`src/rtl/multicycle_control.sv`:
```
// rtl/multicycle_control.sv - multicycle FETCH/DECODE/EXECUTE/MEMORY/WRITEBACK control unit
//
// Sequences one instruction over 2-5 cycles and shares a single memory port
// through a req/ready handshake. Traps on illegal instructions and misaligned
// accesses; the trap is sticky until reset.
//
// Optional build macro: MEM_TIMEOUT_EN - trap with cause 3 after TIMEOUT
// consecutive cycles of an unanswered memory request.
//
// Ports:
//   clk, rst_n       clock (rising edge), asynchronous active-low reset
//   opcode, funct    instruction fields IR[31:26], IR[5:0]
//   equal            rs == rt from the datapath
//   addr_lsb         low bits of the effective address
//   mem_ready        memory completes the current request this cycle
//   mem_req, mem_we  memory request and byte-lane write enables
//   ir_we, pc_we     instruction register / PC load strobes
//   pc_sel           0=PC+4, 1=branch target, 2=jump target
//   alu_op, alu_a_sel, alu_b_sel  ALU operation and operand selects
//   reg_d_we, reg_d_addr_sel, reg_d_data_sel  register-file write controls
//   fault, fault_cause            sticky trap flag and cause
module multicycle_control #(
  parameter int MEM_LANES = 4,
  parameter int TIMEOUT   = 16,
  localparam int LSB_W    = $clog2(MEM_LANES)
) (
  input  logic                 clk,
  input  logic                 rst_n,
  input  logic [5:0]           opcode,
  input  logic [5:0]           funct,
  input  logic                 equal,
  input  logic [LSB_W-1:0]     addr_lsb,
  input  logic                 mem_ready,
  output logic                 mem_req,
  output logic [MEM_LANES-1:0] mem_we,
  output logic                 ir_we,
  output logic                 pc_we,
  output logic [1:0]           pc_sel,
  output logic [3:0]           alu_op,
  output logic                 alu_a_sel,
  output logic                 alu_b_sel,
  output logic                 reg_d_we,
  output logic                 reg_d_addr_sel,
  output logic                 reg_d_data_sel,
  output logic                 fault,
  output logic [1:0]           fault_cause
);

  // ALU operation codes shared with the datapath.
  localparam logic [3:0] ALU_ADD = 4'd0;
  localparam logic [3:0] ALU_SUB = 4'd1;
  localparam logic [3:0] ALU_AND = 4'd2;
  localparam logic [3:0] ALU_OR  = 4'd3;
  localparam logic [3:0] ALU_SLT = 4'd4;
  localparam logic [3:0] ALU_SLL = 4'd5;
  localparam logic [3:0] ALU_SRL = 4'd6;
  localparam logic [3:0] ALU_SRA = 4'd7;

  localparam logic [2:0] S_FETCH  = 3'd0;
  localparam logic [2:0] S_DECODE = 3'd1;
  localparam logic [2:0] S_EXEC   = 3'd2;
  localparam logic [2:0] S_MEM    = 3'd3;
  localparam logic [2:0] S_WB     = 3'd4;
  localparam logic [2:0] S_TRAP   = 3'd5;

  logic [2:0] state_q, state_d;
  logic [1:0] cause_q, cause_d;

  // Instruction classification
  logic is_r, is_j, is_beq, is_addi, is_lw, is_sw, is_sb, is_sh;
  logic r_legal, r_shift, legal, misaligned;
  logic [3:0] r_alu_op;

  assign is_r    = (opcode == 6'h00);
  assign is_j    = (opcode == 6'h02);
  assign is_beq  = (opcode == 6'h04);
  assign is_addi = (opcode == 6'h08);
  assign is_lw   = (opcode == 6'h23);
  assign is_sw   = (opcode == 6'h2B);
  assign is_sb   = (opcode == 6'h28);
  assign is_sh   = (opcode == 6'h29);

  always_comb begin
    r_legal  = 1'b1;
    r_shift  = 1'b0;
    r_alu_op = ALU_ADD;
    case (funct)
      6'h20:   r_alu_op = ALU_ADD;
      6'h22:   r_alu_op = ALU_SUB;
      6'h24:   r_alu_op = ALU_AND;
      6'h25:   r_alu_op = ALU_OR;
      6'h2A:   r_alu_op = ALU_SLT;
      6'h00:   begin r_alu_op = ALU_SLL; r_shift = 1'b1; end
      6'h02:   begin r_alu_op = ALU_SRL; r_shift = 1'b1; end
      6'h03:   begin r_alu_op = ALU_SRA; r_shift = 1'b1; end
      default: r_legal = 1'b0;
    endcase
  end

  assign legal = (is_r && r_legal) || is_j || is_beq || is_addi ||
                 is_lw || is_sw || is_sb || is_sh;

  assign misaligned = ((is_lw || is_sw) && (addr_lsb[1:0] != 2'b00)) ||
                      (is_sh && addr_lsb[0]);

  // Byte-lane mask for stores; on an 8-lane bus a word picks one half.
  logic [MEM_LANES-1:0] store_mask;
  always_comb begin
    store_mask = '0;
    if (is_sw) begin
      if (MEM_LANES == 4) store_mask = '1;
      else                store_mask = MEM_LANES'(4'hF) << {addr_lsb[LSB_W-1], 2'b00};
    end else if (is_sh) begin
      store_mask = MEM_LANES'(2'b11) << addr_lsb;
    end else if (is_sb) begin
      store_mask = MEM_LANES'(1'b1) << addr_lsb;
    end
  end

  logic timeout_hit;
  logic req_raw, we_ir_raw, pc_we_raw, reg_we_raw;
  logic [MEM_LANES-1:0] mem_we_raw;

`ifdef MEM_TIMEOUT_EN
  localparam int CNT_W = $clog2(TIMEOUT + 1);
  logic [CNT_W-1:0] cnt_q, cnt_d;
  logic waiting;

  assign waiting     = req_raw && !mem_ready;
  // Trap on the edge where the count would reach TIMEOUT.
  assign timeout_hit = waiting && (cnt_q == CNT_W'(TIMEOUT - 1));
  assign cnt_d       = (!waiting || (state_d != state_q)) ? '0 : cnt_q + 1'b1;

  always_ff @(posedge clk or negedge rst_n) begin
    if (!rst_n) cnt_q <= '0;
    else        cnt_q <= cnt_d;
  end
`else
  assign timeout_hit = 1'b0;
`endif

  always_comb begin
    state_d        = state_q;
    cause_d        = cause_q;
    req_raw        = 1'b0;
    mem_we_raw     = '0;
    we_ir_raw      = 1'b0;
    pc_we_raw      = 1'b0;
    pc_sel         = 2'd0;
    alu_op         = ALU_ADD;
    alu_a_sel      = 1'b0;
    alu_b_sel      = 1'b0;
    reg_we_raw     = 1'b0;
    reg_d_addr_sel = 1'b0;
    reg_d_data_sel = 1'b0;
    case (state_q)
      S_FETCH: begin
        req_raw = 1'b1;
        if (timeout_hit) begin
          state_d = S_TRAP;
          cause_d = 2'd3;
        end else if (mem_ready) begin
          we_ir_raw = 1'b1;
          pc_we_raw = 1'b1;
          state_d   = S_DECODE;
        end
      end
      S_DECODE: begin
        if (!legal) begin
          state_d = S_TRAP;
          cause_d = 2'd1;
        end else if (is_j) begin
          pc_we_raw = 1'b1;
          pc_sel    = 2'd2;
          state_d   = S_FETCH;
        end else begin
          state_d = S_EXEC;
        end
      end
      S_EXEC: begin
        if (is_r) begin
          alu_op    = r_alu_op;
          alu_a_sel = r_shift;
          state_d   = S_WB;
        end else if (is_addi) begin
          alu_b_sel = 1'b1;
          state_d   = S_WB;
        end else if (is_beq) begin
          alu_op    = ALU_SUB;
          pc_we_raw = equal;
          pc_sel    = 2'd1;
          state_d   = S_FETCH;
        end else begin
          alu_b_sel = 1'b1;
          if (misaligned) begin
            state_d = S_TRAP;
            cause_d = 2'd2;
          end else begin
            state_d = S_MEM;
          end
        end
      end
      S_MEM: begin
        req_raw    = 1'b1;
        alu_b_sel  = 1'b1;
        mem_we_raw = store_mask;
        if (timeout_hit) begin
          state_d = S_TRAP;
          cause_d = 2'd3;
        end else if (mem_ready) begin
          state_d = is_lw ? S_WB : S_FETCH;
        end
      end
      S_WB: begin
        reg_we_raw     = 1'b1;
        reg_d_addr_sel = is_r;
        reg_d_data_sel = is_lw;
        state_d        = S_FETCH;
      end
      S_TRAP: ;
      default: state_d = S_FETCH;
    endcase
  end

  always_ff @(posedge clk or negedge rst_n) begin
    if (!rst_n) begin
      state_q <= S_FETCH;
      cause_q <= 2'd0;
    end else begin
      state_q <= state_d;
      cause_q <= cause_d;
    end
  end

  // Strobes are forced low for the whole time reset is asserted.
  assign mem_req     = req_raw && rst_n;
  assign mem_we      = (req_raw && rst_n) ? mem_we_raw : '0;
  assign ir_we       = we_ir_raw && rst_n;
  assign pc_we       = pc_we_raw && rst_n;
  assign reg_d_we    = reg_we_raw && rst_n;
  assign fault       = (state_q == S_TRAP);
  assign fault_cause = cause_q;

endmodule

```
`config.mk`:
```
export PLATFORM = sky130hd
export DESIGN_NAME = multicycle_control
export DESIGN_NICKNAME = d
export VERILOG_FILES = /design/src/rtl/multicycle_control.sv
export SDC_FILE = /design/constraint.sdc
export NUM_CORES = 1
export LEC_CHECK = 0
export ABC_AREA = 0
export CORE_MARGIN = 2
export CORE_UTILIZATION = 42
export CTS_CLUSTER_DIAMETER = 30
export DETAILED_ROUTE_END_ITERATION = 8
export PLACE_DENSITY = 0.8
export SLEW_MARGIN = 40
export SYNTH_ARGS = -nofsm -noshare
export SYNTH_HDL_FRONTEND = slang
export SYNTH_SLANG_ARGS = --single-unit
```
`constraint.sdc`:
```
create_clock -name clk -period 7.6 [get_ports clk]
set_clock_uncertainty 0.2 [all_clocks]
set_input_delay 1.9 -clock clk [delete_from_list [all_inputs] [get_ports clk]]
set_output_delay 1.9 -clock clk [all_outputs]
set_load 0.01 [all_outputs]
```
## Yosys cells after proc, flatten, opt, wreduce, memory -nomap -nowiden

Cells that the tools add are included.

| cells by class | value |
|---|---|
| equal/unequal tests | 26 |
| shift operators | 2 |
| multiplexer cells | 52 |
| bitwise operators | 1 |
| reductions and logical operators | 26 |

Operator list:

| cell | count |
|---|---|
| $eq A6 B6 Y1 const B | 9 |
| $mux W4 | 7 |
| $mux W3 | 8 |
| $mux W1 | 23 |
| $pmux W3 S7 | 1 |
| $eq A6 B2 Y1 const B | 3 |
| $mux W2 | 8 |
| $pmux W3 S5 | 1 |
| $ne A2 B2 Y1 const B | 7 |
| $logic_not A6 Y1 | 2 |
| $logic_or A1 B1 Y1 | 9 |
| $pmux W2 S2 | 2 |
| $reduce_or A8 Y1 | 1 |
| $logic_and A1 B1 Y1 | 7 |
| $eq A3 B2 Y1 const B | 2 |
| $eq A3 B3 Y1 const B | 2 |
| $eq A6 B3 Y1 const B | 1 |
| $eq A6 B4 Y1 const B | 1 |
| $reduce_and A6 Y1 | 1 |
| $reduce_bool A2 Y1 | 2 |
| $shl A1 B2 Y4 const A | 1 |
| $shl A2 B2 Y4 const A | 1 |
| $eq A3 B1 Y1 const B | 1 |
| $logic_not A3 Y1 | 1 |
| other kinds (6) | 6 |

| word-level totals | value |
|---|---|
| register bits | 5 |
| input bits | 18 |
| output and inout port bits | 21 |

## Longest topological paths before layout

Gate-level depths: netlist (run 1).

| logic depth | value |
|---|---|
| depth after elaboration | 14 |
| depth in mapped cells | 7 |
| gate-level depth less buffers | 6 |

## Worst setup path before layout (run 1)

OpenSTA, ideal clock, no wires.

| timing path | value |
|---|---|
| path type | input-to-output |
| start point | input port opcode[0] |
| end point | output port alu_a_sel |
| arrival | 3.689 ns |
| required time | 5.500 ns |
| setup slack | 1.811 ns |
| cell stages on the path | 6 |
| path buffers | 2 |
| cell sequence | buf_6 > or4_4 > buf_6 > or3_4 > or3_4 > nor3_1 |

| between the ends | value |
|---|---|
| cells in the longest elaborated chain, start to end | 3 |

RTL lines:

| element | RTL line | RTL |
|---|---|---|
| from (decl) | 29 | `input logic [5:0] opcode,` |
| $logic_not A6 Y1 | 74 | `assign is_r = (opcode == 6'h00);` |
| $mux W1 | 181 | `if (is_r) begin` |
| $mux W1 | 156 | `case (state_q)` |
| to (decl) | 40 | `output logic alu_a_sel,` |

Every way passes these cells.

## Worst setup path after layout (run 1)

| timing path | value |
|---|---|
| start point | input port opcode[1] |
| end point | output port alu_a_sel |

The elaborated chain is that of the path after synthesis.

==> results of run 1 <==
==> area by class of cell <==
type | count | area share (%)
tap | 27 | 2.733
inverter | 9 | 2.733
clock buffer | 4 | 2.125
timing repair buffer | 37 | 29.96
multi-input combinational | 102 | 52.33
sequential | 5 | 10.12
==> report_power, final <==
part	internal [uW]	total, uW	switching [uW]
clock	20.0	33.6	13.6
combinational	40.1	82.2	42.1
sequential	31.9	46.6	14.7
==> synth_stat cells (2+ instances only) <==
library cell	number
a211oi_1	2
a21oi_1	10
and3_1	4
buf_6	6
clkbuf_1	2
dfrtp_1	5
ha_1	4
inv_1	9
mux2i_1	2
nand2_1	8
nand2b_1	3
nand3_1	4
nand3b_1	3
nand4_1	2
nor2_1	11
nor2b_1	2
nor3_1	9
nor3b_1	2
o21ai_0	10
or2_2	3
or3_1	2
or3_2	2
or3_4	2
==> worst max-delay path: stages <==
cell and delay [ns]:
clkdlybuf4s50_1 0.56, or4_4 0.63, or3_4 0.36, or3_4 0.39, nor3_1 0.18, clkdlybuf4s50_1 0.56
==> routing by layer <==
layer	GRT usage (%)	up-vias
li1	-	519
met5	0	-
met2	32.24	42
met3	4.762	2
met1	27.24	454
met4	4.955	0
==> how the worst max path moves through the flow <==
stage               startpoint   endpoint  slack (ns)
finish               opcode[1]  alu_a_sel        0.93
global route         opcode[0]  alu_a_sel        0.79
CTS                  opcode[1]  alu_a_sel        0.95
detailed placement   opcode[1]  alu_a_sel        0.95
global placement     opcode[1]  alu_a_sel        0.98
floorplan            opcode[0]  alu_a_sel        1.81
==> cell families (layout without fill, tap and decap cells) <==
kind of cell | count (synthesis) | in the layout
compound gates | 34 | 34
simple gates | 60 | 60
other cells | 1 | 1
flops | 5 | 5
buf+inv | 19 | 50
mux | 2 | 2
fa+ha+maj | 4 | 4
xor+xnor | 1 | 1
==> flip-flops by register name, summed over array words and instances, names as in the netlist <==
| name | flops |
|---|---|
| fault_cause | 2 |
| state_q | 3 |
==> metrics by stage <==
step	instance area (um2)	util, %
floorplan	902.1	-
global placement	1210	60.44
detailed placement	1210	60.44
CTS	1236	61.75
global route	1236	61.75
finish	1236	61.75
==> summary.txt, run 1 <==
Reg area = 125.1 um2
Multi-input gate area = 646.9 um2
commonest non-fill, non-tap cell in the layout = clkdlybuf4s50_1
CTS Root Cell = clkbuf_4
DR pass1 iterations = 6
Die H = 50.35 um
reg2reg start = state_q[1]$_DFFE_PN0P_
area share of the largest cell type after synthesis = 13.87%
Resized Gates After CTS = 0
Synth cell types = 42
r2r setup slk = 5.88 ns
number of global-route vias before repair = 899
largest family of logic cells by synthesized area = simple AND/OR/NAND/NOR gates
Synth Area in Adders = 5.548%
final slew viol count = 0
core area = 2002 um2
WL final = 2420 um
first-pass GRT wire length = 4071 um
n_diodes = 0
via count = 1017
CTS Hold Bufs = 0
CP Class = primary input to output port
Starting Density = 45.06%
crit path max fanout = 10
Post-Syn Area = 902.1 um2
cell depth of the worst flop-to-flop path = 3
most frequent cells in the layout = clkdlybuf4s50_1 (37), nor2_1 (11), o21ai_0 (10), a21oi_1 (10)
reg2reg end = state_q[1]$_DFFE_PN0P_
CTS Buf Count = 3
metal2 WL = 1139 um
max-cap violations = 0
initial antenna violation count = 0
Die Wd = 50.35 um
Fillers = 203
clk buf depth = 2
Post-synth top flop = dfrtp_1
Ys Warns = 0
RSZ-0062 raised after global routing = no
setup TNS = 0 ns
Max Fclk = 150.0 MHz
share of cells above drive strength 1 = 9.554%
Clock transition at path regs = 0.05 ns
Power Total = 162.4 uW
hold slack = 0.2989 ns
routed length per instance = 13.15 um
number of port buffers = 37
cell taking the most area after synthesis = dfrtp_1
grt total ovfl = 0
syn_nets = 148
Async S/R FF share, synth = 100.0%
critical path required time = 5.50 ns
io pins = 39
clk_lat worst skew = 0.26 ns
initial DRC count = 29
status = finished, final reports clean
met3 routed WL = 189 um
mux share of post-synthesis cell area = 2.219%
hold crit path type = register to register
wire length on met1 = 1075 um
post-route worst setup slack = 0.9321 ns
leakage = 0.0004864 uW
Period minus WS final = 6.668 ns
hold path cells = 1
Synth Area in XOR/XNOR = 0.9709%
Synth area leaders = dfrtp_1 (14%), buf_6 (7.5%), a21oi_1 (5.5%), ha_1 (5.5%), o21ai_0 (5.5%)
GRT Overall Usage = 20.15%
IR drop worst, VDD = 0.0001312 V
Final ANT Viol Nets = 0
Synth Instances = 126
Seq/Total Area, Yosys = 13.87%
Die ar. = 2535 um2
CTS tree = built
Syn Area/Cell = 7.160 um2
post-synthesis compound-gate area fraction = 24.69%
Final nets = 180
CP Launch Type = primary input
Arrival @ worst endpoint = 4.57 ns
final hold vios = 0
Post-DP HPWL = 1882 um
std cell rows = 16
post-CTS setup buffer count = 0
HP Start = fault_cause[1]$_DFFE_PN0P_
Post-synth EDFFs = 0
Final setup viols = 0
dpl ws = 0.9482 ns
total clock sinks = 5
DR vias/cell = 5.527
dpl cells = 180
largest net degree at the start of global routing = 14
H-tree levels = 1
#FFs+latches synth = 5
period utilization = 87.74%
CP endpoint kind = output port
PwrDens = 131.4 nW/um2
Worst Hold Path EP = fault_cause[1]$_DFFE_PN0P_
Placer Congestion = 0.8224
fin cells = 184
DR top layer = met4
P&R area growth vs syn = 37.03%
area fraction in and, or, nand and nor cells after synthesis = 37.86%
number of remaining DRC errors = 0
Note: power is estimated with default switching activity, not from simulation.
==> run 2: changes to the inputs <==
CAP_MARGIN = 25   (was unset)
GPL_TIMING_DRIVEN = 0   (was unset)
==> run 2 against run 1 <==
  * Combinational power is 25% higher
  * Critical path type unchanged
  * First-iteration DRC count up 41%
  * Worst hold slack worse by 0.0042 ns
  * Maximum frequency increased by 1.0%
  * Highest routed layer unchanged
  * Cell count increased by 3.3%
  * Largest cell class unchanged
==> summary.txt, run 2 (synthesis results as in run 1) <==
status = finished, final reports clean
number of global-route vias before repair = 943 (+4.9%)
commonest non-fill, non-tap cell in the layout = clkdlybuf4s50_1
hold crit path type = register to register
largest net degree at the start of global routing = 11 (-3)
std cell rows = 16 (unchanged)
Multi-input gate area = 646.9 um2 (unchanged)
Placer Congestion = 0.8825 (+7.3%)
setup TNS = 0 ns (unchanged)
max-cap violations = 0 (unchanged)
CTS Buf Count = 3 (unchanged)
CP Launch Type = primary input
clk_lat worst skew = 0.25 ns (about the same)
Relative slew margins = 66.09%
Most flops, register = state_q
most frequent cells in the layout = clkdlybuf4s50_1 (33), nor2_1 (11), o21ai_0 (10), a21oi_1 (10)
period utilization = 86.84% (-0.90 points)
GRT Overall Usage = 20.09% (-0.062 points)
CP endpoint kind = output port
CTS Hold Bufs = 0 (unchanged)
Final nets = 186 (+3.3%)
Max Fclk = 151.5 MHz (+1.0%)
cell depth of the worst flop-to-flop path = 4 (+1)
Die H = 50.35 um (unchanged)
Post-DP HPWL = 1920 um (+2.0%)
PwrDens = 131.9 nW/um2 (+0.43%)
io pins = 39 (unchanged)
Reg area = 125.1 um2 (unchanged)
H-tree levels = 1 (unchanged)
Worst Max-Slew Pin Slew = 0.4958 ns
grt total ovfl = 0 (unchanged)
final hold vios = 0 (unchanged)
n_diodes = 0 (unchanged)
Clock transition at path regs = 0.04 ns (about the same)
WL final = 2412 um (-0.33%)
leakage = 0.0005216 uW (+7.2%)
max reg flops = 3 (unchanged)
CTS Root Cell = clkbuf_4
clk buf depth = 2 (unchanged)
dpl ws = 0.9818 ns (+0.03353 ns)
total clock sinks = 5 (unchanged)
critical path required time = 5.50 ns (about the same)
CTS tree = built
Resized Gates After CTS = 0 (unchanged)
P&R area growth vs syn = 43.27%
CP Class = primary input to output port
Fillers = 175 (-14%)
IR drop worst, VDD = 0.0001204 V (-8.2%)
Arrival @ worst endpoint = 4.50 ns (-0.07 ns)
Period minus WS final = 6.600 ns (-0.06815 ns)
core area = 2002 um2 (unchanged)
via count = 1045 (+2.8%)
first-pass GRT wire length = 4105 um (+0.84%)
Die ar. = 2535 um2 (unchanged)
post-route worst setup slack = 1.000 ns (+0.06814 ns)
post-CTS setup buffer count = 0 (unchanged)
RSZ-0062 raised after global routing = no
Final ANT Viol Nets = 0 (unchanged)
number of remaining DRC errors = 0 (unchanged)
initial DRC count = 41 (+41%)
routed length per instance = 12.69 um (-3.5%)
share of cells above drive strength 1 = 14.11% (+4.6 points)
DR pass1 iterations = 4 (-2)
initial antenna violation count = 0 (unchanged)
number of port buffers = 33 (-11%)
DR vias/cell = 5.500 (-0.49%)
Die Wd = 50.35 um (unchanged)
hold path cells = 1 (unchanged)
Final setup viols = 0 (unchanged)
Power Total = 170.5 uW (+5.0%)
crit path max fanout = 8 (-2)
final slew viol count = 0 (unchanged)
Starting Density = 45.06% (unchanged)
## run 2: cell count changes in the layout (fill, tap and decap cells not counted), sizes merged
cell	before	now
clkdlybuf4s50	37	33
buf	0	7
clkbuf	4	7
## run 2: per-stage QoR
step / utilization [%] / instances / instance area [um2] / hold WS, ns
after detailed placement: 63.25 / 186 / 1266 / 0.2946
after CTS: 64.56 / 190 / 1292 / 0.3040
after global placement: 63.25 / 186 / 1266 / 0.2796
after floorplan: - / 126 / 902.1 / 0.3305
final: 64.56 / 190 / 1292 / 0.2948
after global routing: 64.56 / 190 / 1292 / 0.3215
## run 2: final cells by class
type                    count  share of cell area [%]
inverters                   9                   2.614
well taps                  27                   2.614
multi-input cells         102                   50.05
clock buffers               4                   2.033
flip-flops and latches      5                   9.681
plain buffers              10                   7.454
repair buffers             33                   25.56
## run 2: worst max-delay path: stages
cell and delay (ns):
clkdlybuf4s50_1 0.47, or4_4 0.50, buf_6 0.15, or3_4 0.33
or3_4 0.39, nor3_1 0.19, clkdlybuf4s50_1 0.57
## run 2: per-layer routing
metal / wire (um) / vias up / track usage, %
met2: 1198 / 43 / 34.21
met3: 157 / 3 / 4.167
met5: 0 / - / 0
met4: 13 / 0 / 4.955
li1: - / 531 / -
met1: 1043 / 468 / 25.78
## run 2: path summary, 6_finish.rpt
check | startpoint | endpoint | slack [ns]
setup / recovery | opcode[4] | alu_op[2] | 1.00
hold / removal | fault_cause[1]$_DFFE_PN0P_ | fault_cause[1]$_DFFE_PN0P_ | 0.29
setup reg to reg | state_q[0]$_DFFE_PN0P_ | state_q[1]$_DFFE_PN0P_ | 5.84
hold reg to reg | fault_cause[1]$_DFFE_PN0P_ | fault_cause[1]$_DFFE_PN0P_ | 0.29
max in group asynchronous | rst_n | fault_cause[1]$_DFFE_PN0P_ | 5.28
min in group asynchronous | rst_n | state_q[1]$_DFFE_PN0P_ | 1.70
## run 2: where the power goes
part           switching (uW)  internal [uW]  leakage, uW
sequential               4.11           32.1    0.0000567
clock                    11.8           19.9    0.0000150
combinational            55.4           47.2     0.000450
